**src/rtl/mmio_uart_tx.sv**
```systemverilog
// Memory-mapped 8N1 UART transmitter with a small transmit FIFO.
// Two-word window: TXDATA (+0) pushes a byte, STATUS (+4) reports FIFO/shifter.
module mmio_uart_tx #(
   parameter logic [31:0] BASE_ADDR    = 32'hFFFF_0000,
   parameter int          CLKS_PER_BIT = 16,
   parameter int          FIFO_DEPTH   = 4
) (
   input  logic        clk,
   input  logic        reset,
   input  logic        write_enab,
   input  logic [31:0] data_addr,
   input  logic [31:0] write_data,
   output logic [31:0] read_data,
   output logic        hit,
   output logic        tx
);

   localparam int PW = $clog2(FIFO_DEPTH);
   localparam int CW = $clog2(CLKS_PER_BIT);

   typedef enum logic [1:0] {IDLE, START, DATA, STOP} state_e;

   state_e          state_q, state_d;
   logic [CW-1:0]   cnt_q, cnt_d;
   logic [2:0]      idx_q, idx_d;
   logic [7:0]      shift_q, shift_d;
   logic            tx_q, tx_d;
   logic [7:0]      mem_q [FIFO_DEPTH];
   logic [PW-1:0]   wptr_q, wptr_d;
   logic [PW-1:0]   rptr_q, rptr_d;
   logic [PW:0]     count_q, count_d;
   logic            ovf_q, ovf_d;

   logic sel_data, sel_stat;
   logic push, push_ok, pop, clr;
   logic empty, full, busy, last;
   logic unused_bits;

   assign hit      = (data_addr[31:3] == BASE_ADDR[31:3]);
   assign sel_data = hit & ~data_addr[2];
   assign sel_stat = hit & data_addr[2];
   assign push     = write_enab & sel_data;
   assign clr      = write_enab & sel_stat & write_data[3];
   assign empty    = (count_q == '0);
   assign full     = (count_q == (PW+1)'(FIFO_DEPTH));
   assign busy     = (state_q != IDLE);
   assign last     = (cnt_q == CW'(CLKS_PER_BIT - 1));
   // a pop in the same cycle frees the slot a full FIFO would refuse
   assign push_ok  = push & (~full | pop);
   assign tx       = tx_q;

   assign read_data = sel_stat ? {28'd0, ovf_q, busy, empty, full} : '0;
   assign unused_bits = ^{write_data[31:8], data_addr[1:0]};

   always_comb begin
      wptr_d  = wptr_q;
      rptr_d  = rptr_q;
      count_d = count_q;
      ovf_d   = ovf_q;
      if (push_ok) wptr_d = wptr_q + 1'b1;
      if (pop)     rptr_d = rptr_q + 1'b1;
      unique case ({push_ok, pop})
         2'b10:   count_d = count_q + 1'b1;
         2'b01:   count_d = count_q - 1'b1;
         default: count_d = count_q;
      endcase
      if (clr)             ovf_d = 1'b0;
      if (push & ~push_ok) ovf_d = 1'b1;
   end

   always_ff @(posedge clk) begin
      if (reset) begin
         state_q <= IDLE;
         cnt_q   <= '0;
         idx_q   <= '0;
         shift_q <= '0;
         tx_q    <= 1'b1;
         wptr_q  <= '0;
         rptr_q  <= '0;
         count_q <= '0;
         ovf_q   <= 1'b0;
      end else begin
         state_q <= state_d;
         cnt_q   <= cnt_d;
         idx_q   <= idx_d;
         shift_q <= shift_d;
         tx_q    <= tx_d;
         wptr_q  <= wptr_d;
         rptr_q  <= rptr_d;
         count_q <= count_d;
         ovf_q   <= ovf_d;
      end
   end

   always_ff @(posedge clk) begin
      if (push_ok) mem_q[wptr_q] <= write_data[7:0];
   end

   always_comb begin
      state_d = state_q;
      cnt_d   = cnt_q;
      idx_d   = idx_q;
      shift_d = shift_q;
      pop     = 1'b0;
      if (state_q != IDLE) cnt_d = last ? '0 : cnt_q + 1'b1;
      unique case (state_q)
         IDLE: begin
            if (!empty) begin
               pop     = 1'b1;
               shift_d = mem_q[rptr_q];
               cnt_d   = '0;
               state_d = START;
            end
         end
         START: begin
            if (last) begin
               state_d = DATA;
               idx_d   = '0;
            end
         end
         DATA: begin
            if (last) begin
               idx_d = idx_q + 1'b1;
               if (idx_q == 3'd7) state_d = STOP;
            end
         end
         STOP: begin
            // chain straight into the next START to avoid an idle gap
            if (last) begin
               if (!empty) begin
                  pop     = 1'b1;
                  shift_d = mem_q[rptr_q];
                  state_d = START;
               end else begin
                  state_d = IDLE;
               end
            end
         end
         default: state_d = IDLE;
      endcase
   end

   always_comb begin
      tx_d = 1'b1;
      unique case (state_d)
         START:   tx_d = 1'b0;
         DATA:    tx_d = shift_d[idx_d];
         default: tx_d = 1'b1;
      endcase
   end

endmodule

```
**config.mk**
```make
export PLATFORM = sky130hd
export DESIGN_NAME = mmio_uart_tx
export DESIGN_NICKNAME = d
export VERILOG_FILES = /design/src/rtl/mmio_uart_tx.sv
export SDC_FILE = /design/constraint.sdc
export NUM_CORES = 1
export LEC_CHECK = 0
export CORE_MARGIN = 2
export CORE_UTILIZATION = 51
export CTS_BUF_LIST = sky130_fd_sc_hd__clkbuf_8
export DETAILED_ROUTE_END_ITERATION = 8
export MAX_ROUTING_LAYER = met4
export PLACE_DENSITY = 0.91
export SKIP_CTS_REPAIR_TIMING = 1
export SLEW_MARGIN = 20
export SYNTH_ARGS = -nofsm -noshare
export SYNTH_HDL_FRONTEND = slang
export SYNTH_SLANG_ARGS = --single-unit
```
**constraint.sdc**
```tcl
create_clock -name clk -period 6.9 [get_ports clk]
set_clock_uncertainty 0.05 [all_clocks]
set_input_delay 0.69 -clock clk [delete_from_list [all_inputs] [get_ports clk]]
set_output_delay 0.69 -clock clk [all_outputs]
set_load 0.005 [all_outputs]
```
## Word-level counts from Yosys, hierarchy flattened

Memories as Yosys holds them, arrays and structs flattened. A register that Yosys moved wholly into a read port is not among the register bits.
Index checks and enable logic that the tools add are counted.

| storage, ports and cells | value |
|---|---|
| register bits | 26 |
| memory bits (writable) | 32 |
| output and inout bits | 34 |
| memories | 1 |

Memory list:

| memory | words | bits a word | rd ports | clocked after Yosys merged registers in | wr ports | line | RTL |
|---|---|---|---|---|---|---|---|
| mem_q | 4 | 8 | 1 | 1 | 1 | 28 | `logic [7:0] mem_q [FIFO_DEPTH];` |

| cells by class | value |
|---|---|
| add/subtract/negate cells | 6 |
| order comparisons | 1 |
| equality and inequality tests | 11 |
| multiplexer cells | 31 |
| bitwise gates (word level) | 11 |
| reduce and logical (&&, ||, !) cells | 5 |

Operators by type and width:

| cell | count |
|---|---|
| 29-bit == test (second input constant) | 1 |
| 4-bit two-way mux | 5 |
| 8-bit two-way mux | 2 |
| 8-bit case mux with 2 select lines | 1 |
| 2-bit two-way mux | 7 |
| 3-bit case mux with 2 select lines | 2 |
| 2-bit == test (second input constant) | 4 |
| 1-bit two-way mux | 8 |
| 2-bit case mux with 4 select lines | 1 |
| 1-bit bitwise AND | 7 |
| 3-bit by 1-bit adder with 3-bit output (second input constant) | 2 |
| 2-bit by 1-bit == test with 1-bit output (second input constant) | 3 |
| 3-bit == test (second input constant) | 2 |
| 3-bit two-way mux | 2 |
| 2-bit nonzero test | 3 |
| 2-bit by 1-bit adder with 2-bit output (second input constant) | 2 |
| 4-bit by 1-bit adder with 4-bit output (second input constant) | 1 |
| 4-bit == test (second input constant) | 1 |
| 3-bit by 4-bit less-than comparator with 1-bit output (second input constant) | 1 |
| 1-bit case mux with 2 select lines | 2 |
| 1-bit binary-select mux with 3-bit select | 1 |
| 3-bit logical NOT | 1 |
| 1-bit NOT | 3 |
| 3-bit by 1-bit subtractor with 3-bit output (second input constant) | 1 |
| other kinds (2) | 2 |

## Logic depth before layout (Yosys ltp)

Gate-level depths: netlist of run 1.

| depth | value |
|---|---|
| word-level depth | 9 |
| depth in mapped cells | 13 |
| gate-level depth less buffers | 12 |

## Worst setup path before layout of run 1

OpenSTA, ideal clock, no wires.

| path | value |
|---|---|
| path kind | input -> register |
| from | input data_addr[23] |
| to | register count_q[2] |
| library setup time | 0.128 ns |
| arrival time | 2.523 ns |
| slack | 4.200 ns |
| stages on the path | 10 |
| buffers on the path | 0 |
| cells stage by stage | nand4_1 -> or4_4 -> o31ai_1 -> inv_1 -> fa_1 -> inv_1 -> o311ai_1 -> o31ai_2 -> xnor2_1 -> nor2_1 |

| on the way | value |
|---|---|
| longest elaborated chain between the ends | 6 |
| elaborated cells between the ends (all ways) | 8 |
| those cells by class | eq/ne: 3; mux: 1; bitwise: 3; reduce/logical: 1 |

Ends and longest elaborated chain:

| item | line | RTL |
|---|---|---|
| start: declaration | 11 | `input logic [31:0] data_addr,` |
| 29-bit == test * | 39 | `assign hit = (data_addr[31:3] == BASE_ADDR[31:3]);` |
| 1-bit bitwise AND * | 40 | `assign sel_data = hit & ~data_addr[2];` |
| 1-bit bitwise AND * | 42 | `assign push = write_enab & sel_data;` |
| 1-bit bitwise AND * | 49 | `assign push_ok = push & (~full \| pop);` |
| 2-bit by 1-bit == test with 1-bit output or 2-bit == test (tied branches) | 62 | `unique case ({push_ok, pop})` |
| 3-bit case mux with 2 select lines or 2-bit nonzero test (tied branches) | - |  |
| end signal: assignment | 90 | `count_q <= count_d;` |
| end: declaration | 31 | `logic [PW:0] count_q, count_d;` |

Mark *: on every way between the ends. The rest lies on a longest branch, timed or not.
A chain may end at the register's enable or synchronous reset.

## Worst setup path in the final report of run 1

| path | value |
|---|---|
| from | input data_addr[18] |
| to | output read_data[1] |

| on the way | value |
|---|---|
| longest elaborated chain between the ends | 3 |

Ends and longest elaborated chain:

| item | line | RTL |
|---|---|---|
| 29-bit == test | 39 |  |
| 1-bit bitwise AND | 41 | `assign sel_stat = hit & data_addr[2];` |
| 4-bit two-way mux | 52 | `assign read_data = sel_stat ? {28'd0, ovf_q, busy, empty, full} : '0;` |
| end: declaration | 13 | `output logic [31:0] read_data,` |

No other way between the ends.

==> impl_results.html, run 1 <==
<table>
<tr><th>Metric</th><th>Value</th></tr>
<tr><th colspan="2">Clock tree</th></tr>
<tr><td>CTS buffer count</td><td>9</td></tr>
<tr><td>Clock slew seen by the registers of the worst setup and hold paths</td><td>0.07 ns</td></tr>
<tr><td>Clock latency at the later pin of the worst-skew pair</td><td>0.34 ns</td></tr>
<tr><td>Root buffer cell</td><td>sky130_fd_sc_hd__clkbuf_8</td></tr>
<tr><td>Buffers from clock root to sink, at most</td><td>2</td></tr>
<tr><td>Clock sink count</td><td>60</td></tr>
<tr><td>Total number of H-tree levels</td><td>3</td></tr>
<tr><td>TritonCTS clock tree</td><td>done</td></tr>
<tr><th colspan="2">Power and ir drop</th></tr>
<tr><td>Clock network fraction of design power</td><td>27.2%</td></tr>
<tr><td>Combinational group share of total power</td><td>32.9%</td></tr>
<tr><td>Sequential Power Share</td><td>39.9%</td></tr>
<tr><td>Switching power as a share of total power</td><td>32.5%</td></tr>
<tr><td>Total chip power</td><td>1.09 mW</td></tr>
<tr><td>Ratio of total power to cell area</td><td>304 nW/µm²</td></tr>
<tr><td>Maximum vdd drop</td><td>0.255 mV</td></tr>
<tr><td>Design internal power</td><td>0.738 mW</td></tr>
<tr><td>Switching power</td><td>0.356 mW</td></tr>
<tr><td>LEAKAGE</td><td>1.36 nW</td></tr>
<tr><th colspan="2">Job</th></tr>
<tr><td>Count of maximum capacitance violations</td><td>0</td></tr>
<tr><th colspan="2">Setup path</th></tr>
<tr><td>Critical path launch point type</td><td>input pin</td></tr>
<tr><td>Req. time, crit path</td><td>6.16 ns</td></tr>
<tr><td>Reg2Reg Depth</td><td>13</td></tr>
<tr><td>Critical path endpoint category</td><td>output pin</td></tr>
<tr><td>Flop2flop setup slack</td><td>4.27 ns</td></tr>
<tr><td>Critical path start-end classification</td><td>input pin to output pin</td></tr>
<tr><td>Reg2reg start</td><td>state_q[0]</td></tr>
<tr><td>Reg-to-Reg End</td><td>count_q[2]</td></tr>
<tr><td>Max Fanout on Critical Path</td><td>4</td></tr>
<tr><td>CP Data Arrival Time</td><td>2.93 ns</td></tr>
<tr><th colspan="2">Worst hold path</th></tr>
<tr><td>Hold-critical path depth</td><td>2</td></tr>
<tr><td>Worst min-delay path endpoint</td><td>ovf_q</td></tr>
<tr><td>Worst min-delay path class</td><td>flip-flop to flip-flop</td></tr>
<tr><td>Hold_sp</td><td>ovf_q</td></tr>
<tr><th colspan="2">Global route</th></tr>
<tr><td>Maximum number of pins on one net before global-route repair</td><td>23</td></tr>
<tr><td>Total gr overflow</td><td>0</td></tr>
<tr><td>Wire length of the first global-routing pass</td><td>9.43 mm</td></tr>
<tr><td>Number of global-route vias before repair</td><td>2,053</td></tr>
<tr><td>Total track usage</td><td>20.0%</td></tr>
<tr><td>Antenna violations before repair</td><td>0</td></tr>
<tr><th colspan="2">Drt</th></tr>
<tr><td>Routed wire length</td><td>5.51 mm</td></tr>
<tr><td>Total vias in the final route</td><td>2,088</td></tr>
<tr><td>Drt first-iter violations</td><td>81</td></tr>
<tr><td>First-pass iteration count of the detailed router</td><td>4</td></tr>
<tr><td>Final routed DRC violation total</td><td>0</td></tr>
<tr><td>Drt via density</td><td>5.34</td></tr>
<tr><td>Final routed wire length divided by cell count</td><td>14.1 µm</td></tr>
<tr><td>Antenna viol nets, final</td><td>0</td></tr>
<tr><th colspan="2">Synthesis</th></tr>
<tr><td>Share of Yosys cell area claimed by the top area cell type</td><td>32.1%</td></tr>
<tr><td>Avg Cell Area, Syn</td><td>11.3 µm²</td></tr>
<tr><td>Number of distinct library cells after synthesis</td><td>57</td></tr>
<tr><td>Yosys top cell by area</td><td>sky130_fd_sc_hd__edfxtp_1</td></tr>
<tr><td>Syn Std Cell Area</td><td>2990 µm²</td></tr>
<tr><td>Number of synthesized register bits</td><td>60</td></tr>
<tr><td>Top post-synthesis cells by area</td><td>sky130_fd_sc_hd__edfxtp_1 (32%), sky130_fd_sc_hd__dfxtp_1 (19%), sky130_fd_sc_hd__buf_4 (7.0%)</td></tr>
<tr><td>Synthesis warning total</td><td>0</td></tr>
<tr><td>Cell count after synthesis</td><td>265</td></tr>
<tr><td>Sequential fraction of the synthesis area</td><td>50.8%</td></tr>
<tr><td>Post-synth top flop</td><td>sky130_fd_sc_hd__edfxtp_1</td></tr>
<tr><td>Fraction of synthesis flops using an asynchronous set or reset pin</td><td>0%</td></tr>
<tr><td>Number of flops mapped to enable cells by yosys</td><td>32</td></tr>
<tr><th colspan="2">STA</th></tr>
<tr><td>Worst max-slew margin expressed relative to the limit</td><td>41.5%</td></tr>
<tr><td>Actual slew at the worst max-slew pin</td><td>0.875 ns</td></tr>
<tr><td>Top achievable clock speed</td><td>272 MHz</td></tr>
<tr><td>Setup TNS</td><td>0 ns</td></tr>
<tr><td>Final Hold Violating Endpoints</td><td>0</td></tr>
<tr><td>Shortest clock period the worst path allows after layout</td><td>3.67 ns</td></tr>
<tr><td>Period utilization</td><td>53.2%</td></tr>
<tr><td>Setup repair after global routing missed its margin</td><td>no</td></tr>
<tr><td>Setup Viol. Count Final</td><td>0</td></tr>
<tr><td>Number of pins exceeding their max-slew limit in the final report</td><td>0</td></tr>
<tr><th colspan="2">Floorplanning</th></tr>
<tr><td>Initial core utilization</td><td>53.7%</td></tr>
<tr><td>Die span in y</td><td>80.6 µm</td></tr>
<tr><td>Core Footprint</td><td>5570 µm²</td></tr>
<tr><td>Top-level I/O count</td><td>101</td></tr>
<tr><td>Die X-Extent</td><td>80.6 µm</td></tr>
<tr><td>Number of rows in the core area</td><td>27</td></tr>
<tr><td>Overall die area</td><td>6500 µm²</td></tr>
<tr><th colspan="2">Placement</th></tr>
<tr><td>GP Congestion</td><td>0.878</td></tr>
<tr><td>Post-detail-place hpwl</td><td>4.07 mm</td></tr>
<tr><td>Number of port buffers</td><td>46</td></tr>
<tr><th colspan="2">Final layout</th></tr>
<tr><td>Fraction of final layout cells with drive strength greater than 1</td><td>9.09%</td></tr>
<tr><td>Post-synthesis to final-layout area growth</td><td>20.3%</td></tr>
<tr><td>Antenna cell count</td><td>0</td></tr>
<tr><td>Count of nets after finishing</td><td>394</td></tr>
<tr><th colspan="2">Outcome</th></tr>
<tr><td>Status</td><td>finished, final reports clean</td></tr>
</table>
==> layer usage <==
metal / vias up / global-route usage [%] / wire [µm]
li1: 1007 / - / -
met1: 995 / 21.2 / 2120
met2: 76 / 35.3 / 3010
met3: 10 / 7.64 / 313
met4: 0 / 4.92 / 68
met5: - / - / 0
==> area by class of cell <==
type | instances | area (µm²)
clock buffer | 9 | 124
clock inverter | 7 | 67.6
fill | 415 | 1970
inverter | 18 | 67.6
multi-input combinational | 178 | 1260
sequential | 60 | 1520
tap | 72 | 90.1
timing repair buffer | 47 | 468
==> cell usage after synthesis (4+ instances only) <==
library cell / instances
sky130_fd_sc_hd__edfxtp_1: 32
sky130_fd_sc_hd__mux2i_1: 4
sky130_fd_sc_hd__dfxtp_1: 28
sky130_fd_sc_hd__ha_1: 12
sky130_fd_sc_hd__nand2_1: 8
sky130_fd_sc_hd__a32oi_1: 4
sky130_fd_sc_hd__o21ai_1: 4
sky130_fd_sc_hd__clkbuf_1: 5
sky130_fd_sc_hd__nor2_1: 31
sky130_fd_sc_hd__o21ai_0: 4
sky130_fd_sc_hd__buf_4: 28
sky130_fd_sc_hd__xnor2_1: 4
sky130_fd_sc_hd__a21oi_1: 8
sky130_fd_sc_hd__and2_1: 4
sky130_fd_sc_hd__inv_1: 16
sky130_fd_sc_hd__mux4_2: 8
sky130_fd_sc_hd__nor3_1: 4
sky130_fd_sc_hd__a22oi_1: 4
sky130_fd_sc_hd__nand4_1: 4
==> worst max-delay path: stages <==
cell and delay [ns]:
sky130_fd_sc_hd__clkdlybuf4s50_1 0.47, sky130_fd_sc_hd__nand4_1 0.08, sky130_fd_sc_hd__or4_4 0.57, sky130_fd_sc_hd__nor2_1 0.28, sky130_fd_sc_hd__nand2_1 0.19, sky130_fd_sc_hd__nor2_1 0.14, sky130_fd_sc_hd__clkdlybuf4s50_1 0.51
==> cells by family (layout without fill, tap and decap cells) <==
logic type               Yosys count  in the layout  share of synthesized area, %
XOR/XNOR                           6              6                          1.76
AND/OR/NAND/NOR                   73             73                          12.4
flip-flops                        60             60                          50.8
other                              1             28                         0.125
AO/OA/AOI/OAI                     46             46                          11.5
buffers and inverters             54             81                          10.4
multiplexers                      12             12                          7.36
adder cells (fa/ha/maj)           13             13                          5.69
==> through the flow <==
stage / util (%) / hold WS [ns] / instances / setup slack, ns / cell area, µm²
floorplan: - / 0.404 / 292 / 4.20 / 3090
global placement: 61.2 / 0.419 / 375 / 3.32 / 3410
detailed placement: 61.2 / 0.434 / 375 / 3.21 / 3410
CTS: 64.6 / 0.443 / 391 / 3.21 / 3600
global route: 64.6 / 0.457 / 391 / 3.11 / 3600
finish: 64.6 / 0.444 / 391 / 3.23 / 3600
==> worst max-delay path by stage <==
stage	slack (ns)	endpoint	from
final	3.23	read_data[1]	data_addr[18]
after global routing	3.11	read_data[1]	data_addr[19]
after CTS	3.21	read_data[1]	data_addr[18]
after detailed placement	3.21	read_data[1]	data_addr[18]
after global placement	3.32	read_data[1]	data_addr[19]
after floorplan	4.20	count_q[2]	data_addr[23]
==> registers in the layout, summed over array words and instances, names as in the netlist, named ones only <==
| name | flops |
|---|---|
| cnt_q | 4 |
| count_q | 3 |
| idx_q | 3 |
| mem_q | 32 |
| ovf_q | 1 |
| rptr_q | 2 |
| shift_q | 8 |
| state_q | 2 |
| tx | 1 |
| wptr_q | 2 |
==> power by group through the flow <==
stage	sequential (mW)	clock (mW)	combinational, mW
finish	0.437	0.297	0.360
global route	0.443	0.320	0.402
CTS	0.438	0.302	0.361
detailed placement	0.445	0	0.357
global placement	0.444	0	0.347
floorplan	0.430	0	0.291
==> layout by cell type, fill, tap and decap left out, drive strengths merged, types with 3 or more instances in the layout <==
cell type and n:
clkinv 6, nand4 4, a22oi 5, nor2 31, edfxtp 32, ha 12, xnor2 4, and3 3
o21ai 8, inv 17, clkbuf 9, a32oi 4, nor3 4, and2 4, nand3 3, conb 28
dfxtp 28, clkdlybuf4s50 46, mux2i 4, mux4 8, nand2 8, a21oi 8
No activity file was read; power rests on OpenSTA's default activity.
==> run 2, diff against run 1 <==
Settings changed: CORE_UTILIZATION 51 to 47, PLACE_DENSITY 0.91 to 0.85.
Clock period 6.9 ns to 3.5 ns, I/O delays scaled along.
==> run 2 against run 1 <==
  * Global-route usage down 1.8 points
  * Wire length is 5.1% higher
  * Total power rose by 110%
  * Critical path depth is the same
  * Final cell count up 2.8%
==> impl_results.html, run 2 (same netlist as run 1, synthesis figures left out) <==
<table>
<tr><th>Metric</th><th>Value</th></tr>
<tr><th colspan="2">Worst hold path</th></tr>
<tr><td>Hold_sp</td><td>ovf_q</td></tr>
<tr><td>Worst min-delay path class</td><td>flip-flop to flip-flop</td></tr>
<tr><td>Hold-critical path depth</td><td>2 (unchanged)</td></tr>
<tr><td>Worst min-delay path endpoint</td><td>ovf_q</td></tr>
<tr><th colspan="2">Setup path</th></tr>
<tr><td>Reg2Reg Depth</td><td>13 (unchanged)</td></tr>
<tr><td>Req. time, crit path</td><td>3.10 ns (-3.06 ns)</td></tr>
<tr><td>Reg-to-Reg End</td><td>count_q[2]</td></tr>
<tr><td>CP Data Arrival Time</td><td>2.55 ns (-0.38 ns)</td></tr>
<tr><td>Critical path endpoint category</td><td>output pin</td></tr>
<tr><td>Critical path start-end classification</td><td>input pin to output pin</td></tr>
<tr><td>Reg2reg start</td><td>state_q[0]</td></tr>
<tr><td>Critical path launch point type</td><td>input pin</td></tr>
<tr><td>Max Fanout on Critical Path</td><td>4 (unchanged)</td></tr>
<tr><td>Flop2flop setup slack</td><td>0.94 ns (-3.33 ns)</td></tr>
<tr><th colspan="2">Floorplanning</th></tr>
<tr><td>Die X-Extent</td><td>83.8 µm (+4.0%)</td></tr>
<tr><td>Initial core utilization</td><td>48.0% (-5.7 points)</td></tr>
<tr><td>Core Footprint</td><td>6240 µm² (+12%)</td></tr>
<tr><td>Die span in y</td><td>83.8 µm (+4.0%)</td></tr>
<tr><td>Overall die area</td><td>7020 µm² (+8.1%)</td></tr>
<tr><td>Top-level I/O count</td><td>101 (unchanged)</td></tr>
<tr><td>Number of rows in the core area</td><td>29 (+7.4%)</td></tr>
<tr><th colspan="2">Final layout</th></tr>
<tr><td>Number of flip-flops in the largest register</td><td>32 (unchanged)</td></tr>
<tr><td>Antenna cell count</td><td>0 (unchanged)</td></tr>
<tr><td>Reg with most FFs</td><td>mem_q</td></tr>
<tr><td>Most common library cell in the layout ignoring fill and taps</td><td>sky130_fd_sc_hd__clkdlybuf4s50_1</td></tr>
<tr><td>Count of nets after finishing</td><td>400 (+1.5%)</td></tr>
<tr><td>Fraction of final layout cells with drive strength greater than 1</td><td>10.8% (+1.7 points)</td></tr>
<tr><td>Commonest cells after routing, fill and taps aside</td><td>sky130_fd_sc_hd__clkdlybuf4s50_1 (46), sky130_fd_sc_hd__edfxtp_1 (32), sky130_fd_sc_hd__nor2_1 (31)</td></tr>
<tr><td>Registers with the most flip-flops</td><td>mem_q (32), shift_q (8), cnt_q (4)</td></tr>
<tr><td>Post-synthesis to final-layout area growth</td><td>22.9%</td></tr>
<tr><th colspan="2">Power and ir drop</th></tr>
<tr><td>Maximum vdd drop</td><td>0.331 mV (+30%)</td></tr>
<tr><td>LEAKAGE</td><td>1.41 nW (+3.6%)</td></tr>
<tr><td>Ratio of total power to cell area</td><td>619 nW/µm² (+100%)</td></tr>
<tr><th colspan="2">Global route</th></tr>
<tr><td>Wire length of the first global-routing pass</td><td>9.63 mm (+2.0%)</td></tr>
<tr><td>Maximum number of pins on one net before global-route repair</td><td>23 (unchanged)</td></tr>
<tr><td>Total track usage</td><td>18.2% (-1.8 points)</td></tr>
<tr><td>Antenna violations before repair</td><td>0 (unchanged)</td></tr>
<tr><td>Number of global-route vias before repair</td><td>2,169 (+5.7%)</td></tr>
<tr><td>Total gr overflow</td><td>0 (unchanged)</td></tr>
<tr><th colspan="2">Clock tree</th></tr>
<tr><td>Clock slew seen by the registers of the worst setup and hold paths</td><td>0.06 ns (about the same)</td></tr>
<tr><td>Root buffer cell</td><td>sky130_fd_sc_hd__clkbuf_8</td></tr>
<tr><td>Total number of H-tree levels</td><td>3 (unchanged)</td></tr>
<tr><td>Buffers from clock root to sink, at most</td><td>2 (unchanged)</td></tr>
<tr><td>CTS buffer count</td><td>9 (unchanged)</td></tr>
<tr><td>Clock latency at the later pin of the worst-skew pair</td><td>0.34 ns (about the same)</td></tr>
<tr><td>TritonCTS clock tree</td><td>done</td></tr>
<tr><td>Clock sink count</td><td>60 (unchanged)</td></tr>
<tr><th colspan="2">Job</th></tr>
<tr><td>Count of maximum capacitance violations</td><td>0 (unchanged)</td></tr>
<tr><th colspan="2">STA</th></tr>
<tr><td>Number of pins exceeding their max-slew limit in the final report</td><td>0 (unchanged)</td></tr>
<tr><td>Worst max-slew margin expressed relative to the limit</td><td>64.6% (+23 points)</td></tr>
<tr><td>Top achievable clock speed</td><td>339 MHz</td></tr>
<tr><td>Setup TNS</td><td>0 ns (unchanged)</td></tr>
<tr><td>Setup repair after global routing missed its margin</td><td>no</td></tr>
<tr><td>Period utilization</td><td>84.4%</td></tr>
<tr><td>Minimum setup slack in the final design</td><td>0.548 ns (-2.68 ns)</td></tr>
<tr><td>Final Hold Violating Endpoints</td><td>0 (unchanged)</td></tr>
<tr><td>Setup Viol. Count Final</td><td>0 (unchanged)</td></tr>
<tr><td>Shortest clock period the worst path allows after layout</td><td>2.95 ns</td></tr>
<tr><td>Actual slew at the worst max-slew pin</td><td>0.530 ns (-0.345 ns)</td></tr>
<tr><th colspan="2">Placement</th></tr>
<tr><td>Minimum setup slack after placement</td><td>0.529 ns (-2.68 ns)</td></tr>
<tr><td>GP Congestion</td><td>0.837 (-4.7%)</td></tr>
<tr><td>Number of port buffers</td><td>46 (unchanged)</td></tr>
<tr><td>Post-detail-place hpwl</td><td>4.20 mm (+3.2%)</td></tr>
<tr><th colspan="2">Drt</th></tr>
<tr><td>Final routed wire length divided by cell count</td><td>14.4 µm (+2.2%)</td></tr>
<tr><td>First-pass iteration count of the detailed router</td><td>4 (unchanged)</td></tr>
<tr><td>Routed wire length</td><td>5.79 mm (+5.1%)</td></tr>
<tr><td>Drt via density</td><td>5.28 (-1.2%)</td></tr>
<tr><td>Total vias in the final route</td><td>2,122 (+1.6%)</td></tr>
<tr><td>Final routed DRC violation total</td><td>0 (unchanged)</td></tr>
<tr><td>Antenna viol nets, final</td><td>0 (unchanged)</td></tr>
<tr><td>Drt first-iter violations</td><td>89 (+9.9%)</td></tr>
<tr><th colspan="2">Outcome</th></tr>
<tr><td>Status</td><td>finished, final reports clean</td></tr>
</table>
## run 2: cell types whose count changed in the layout (fill, tap and decap cells not counted), sizes merged
cell    change
clkinv      -4
buf         +6
inv         +3
bufinv      +1
## run 2: final cells by class
cell class	count	area, µm²
fill	513	2560
sequential	60	1520
multi-input combinational	178	1260
timing repair buffer	53	513
clock buffer	9	124
tap	77	96.3
clock inverter	7	92.6
inverter	18	67.6
## run 2: power by group
group	internal (mW)	switching, mW	leakage [nW]	total (mW)
Combinational	0.342	0.403	0.781	0.745
Sequential	0.802	0.0601	0.513	0.862
Clock	0.399	0.271	0.112	0.669
Total	1.54	0.734	1.41	2.28
## run 2: worst max-delay path by stage
stage                              from           end  slack (ns)  depth (start not counted)
final                     data_addr[23]  read_data[0]        0.55                          7
after global placement    data_addr[19]  read_data[0]        0.56                          7
after global routing      data_addr[23]  read_data[0]        0.47                          7
after floorplan              state_q[0]   mem_q[0][0]        1.04                          6
after CTS                 data_addr[23]  read_data[0]        0.54                          7
after detailed placement  data_addr[18]    count_q[2]        0.53                         11
## run 2: stage by stage
step / total power [mW] / area, µm² / hold slack [ns] / util, % / std cells
after global routing: 2.41 / 3680 / 0.483 / 58.9 / 402
after floorplan: 1.42 / 3090 / 0.378 / - / 292
after detailed placement: 1.60 / 3460 / 0.431 / 55.5 / 386
after global placement: 1.58 / 3460 / 0.418 / 55.5 / 386
final: 2.28 / 3680 / 0.443 / 58.9 / 402
after CTS: 2.28 / 3680 / 0.443 / 58.9 / 402
## run 2: worst max-delay path: stages
cell                              delay (ns)
sky130_fd_sc_hd__clkdlybuf4s50_1        0.46
sky130_fd_sc_hd__nand4_1                0.10
sky130_fd_sc_hd__or4_4                  0.57
sky130_fd_sc_hd__nor2_1                 0.23
sky130_fd_sc_hd__nand2_1                0.18
sky130_fd_sc_hd__nor2_1                 0.14
sky130_fd_sc_hd__clkdlybuf4s50_1        0.52
## run 2: metal layers
metal | routed length, µm | part of all wire, % | track usage, % | up-vias
met2 | 3110 | 54 | 31.8 | 67
met1 | 2310 | 40 | 19.0 | 1026
met4 | 81 | 1.4 | 6.30 | 0
met5 | 0 | 0 | - | -
met3 | 290 | 5.0 | 6.63 | 10
li1 | - | - | - | 1019
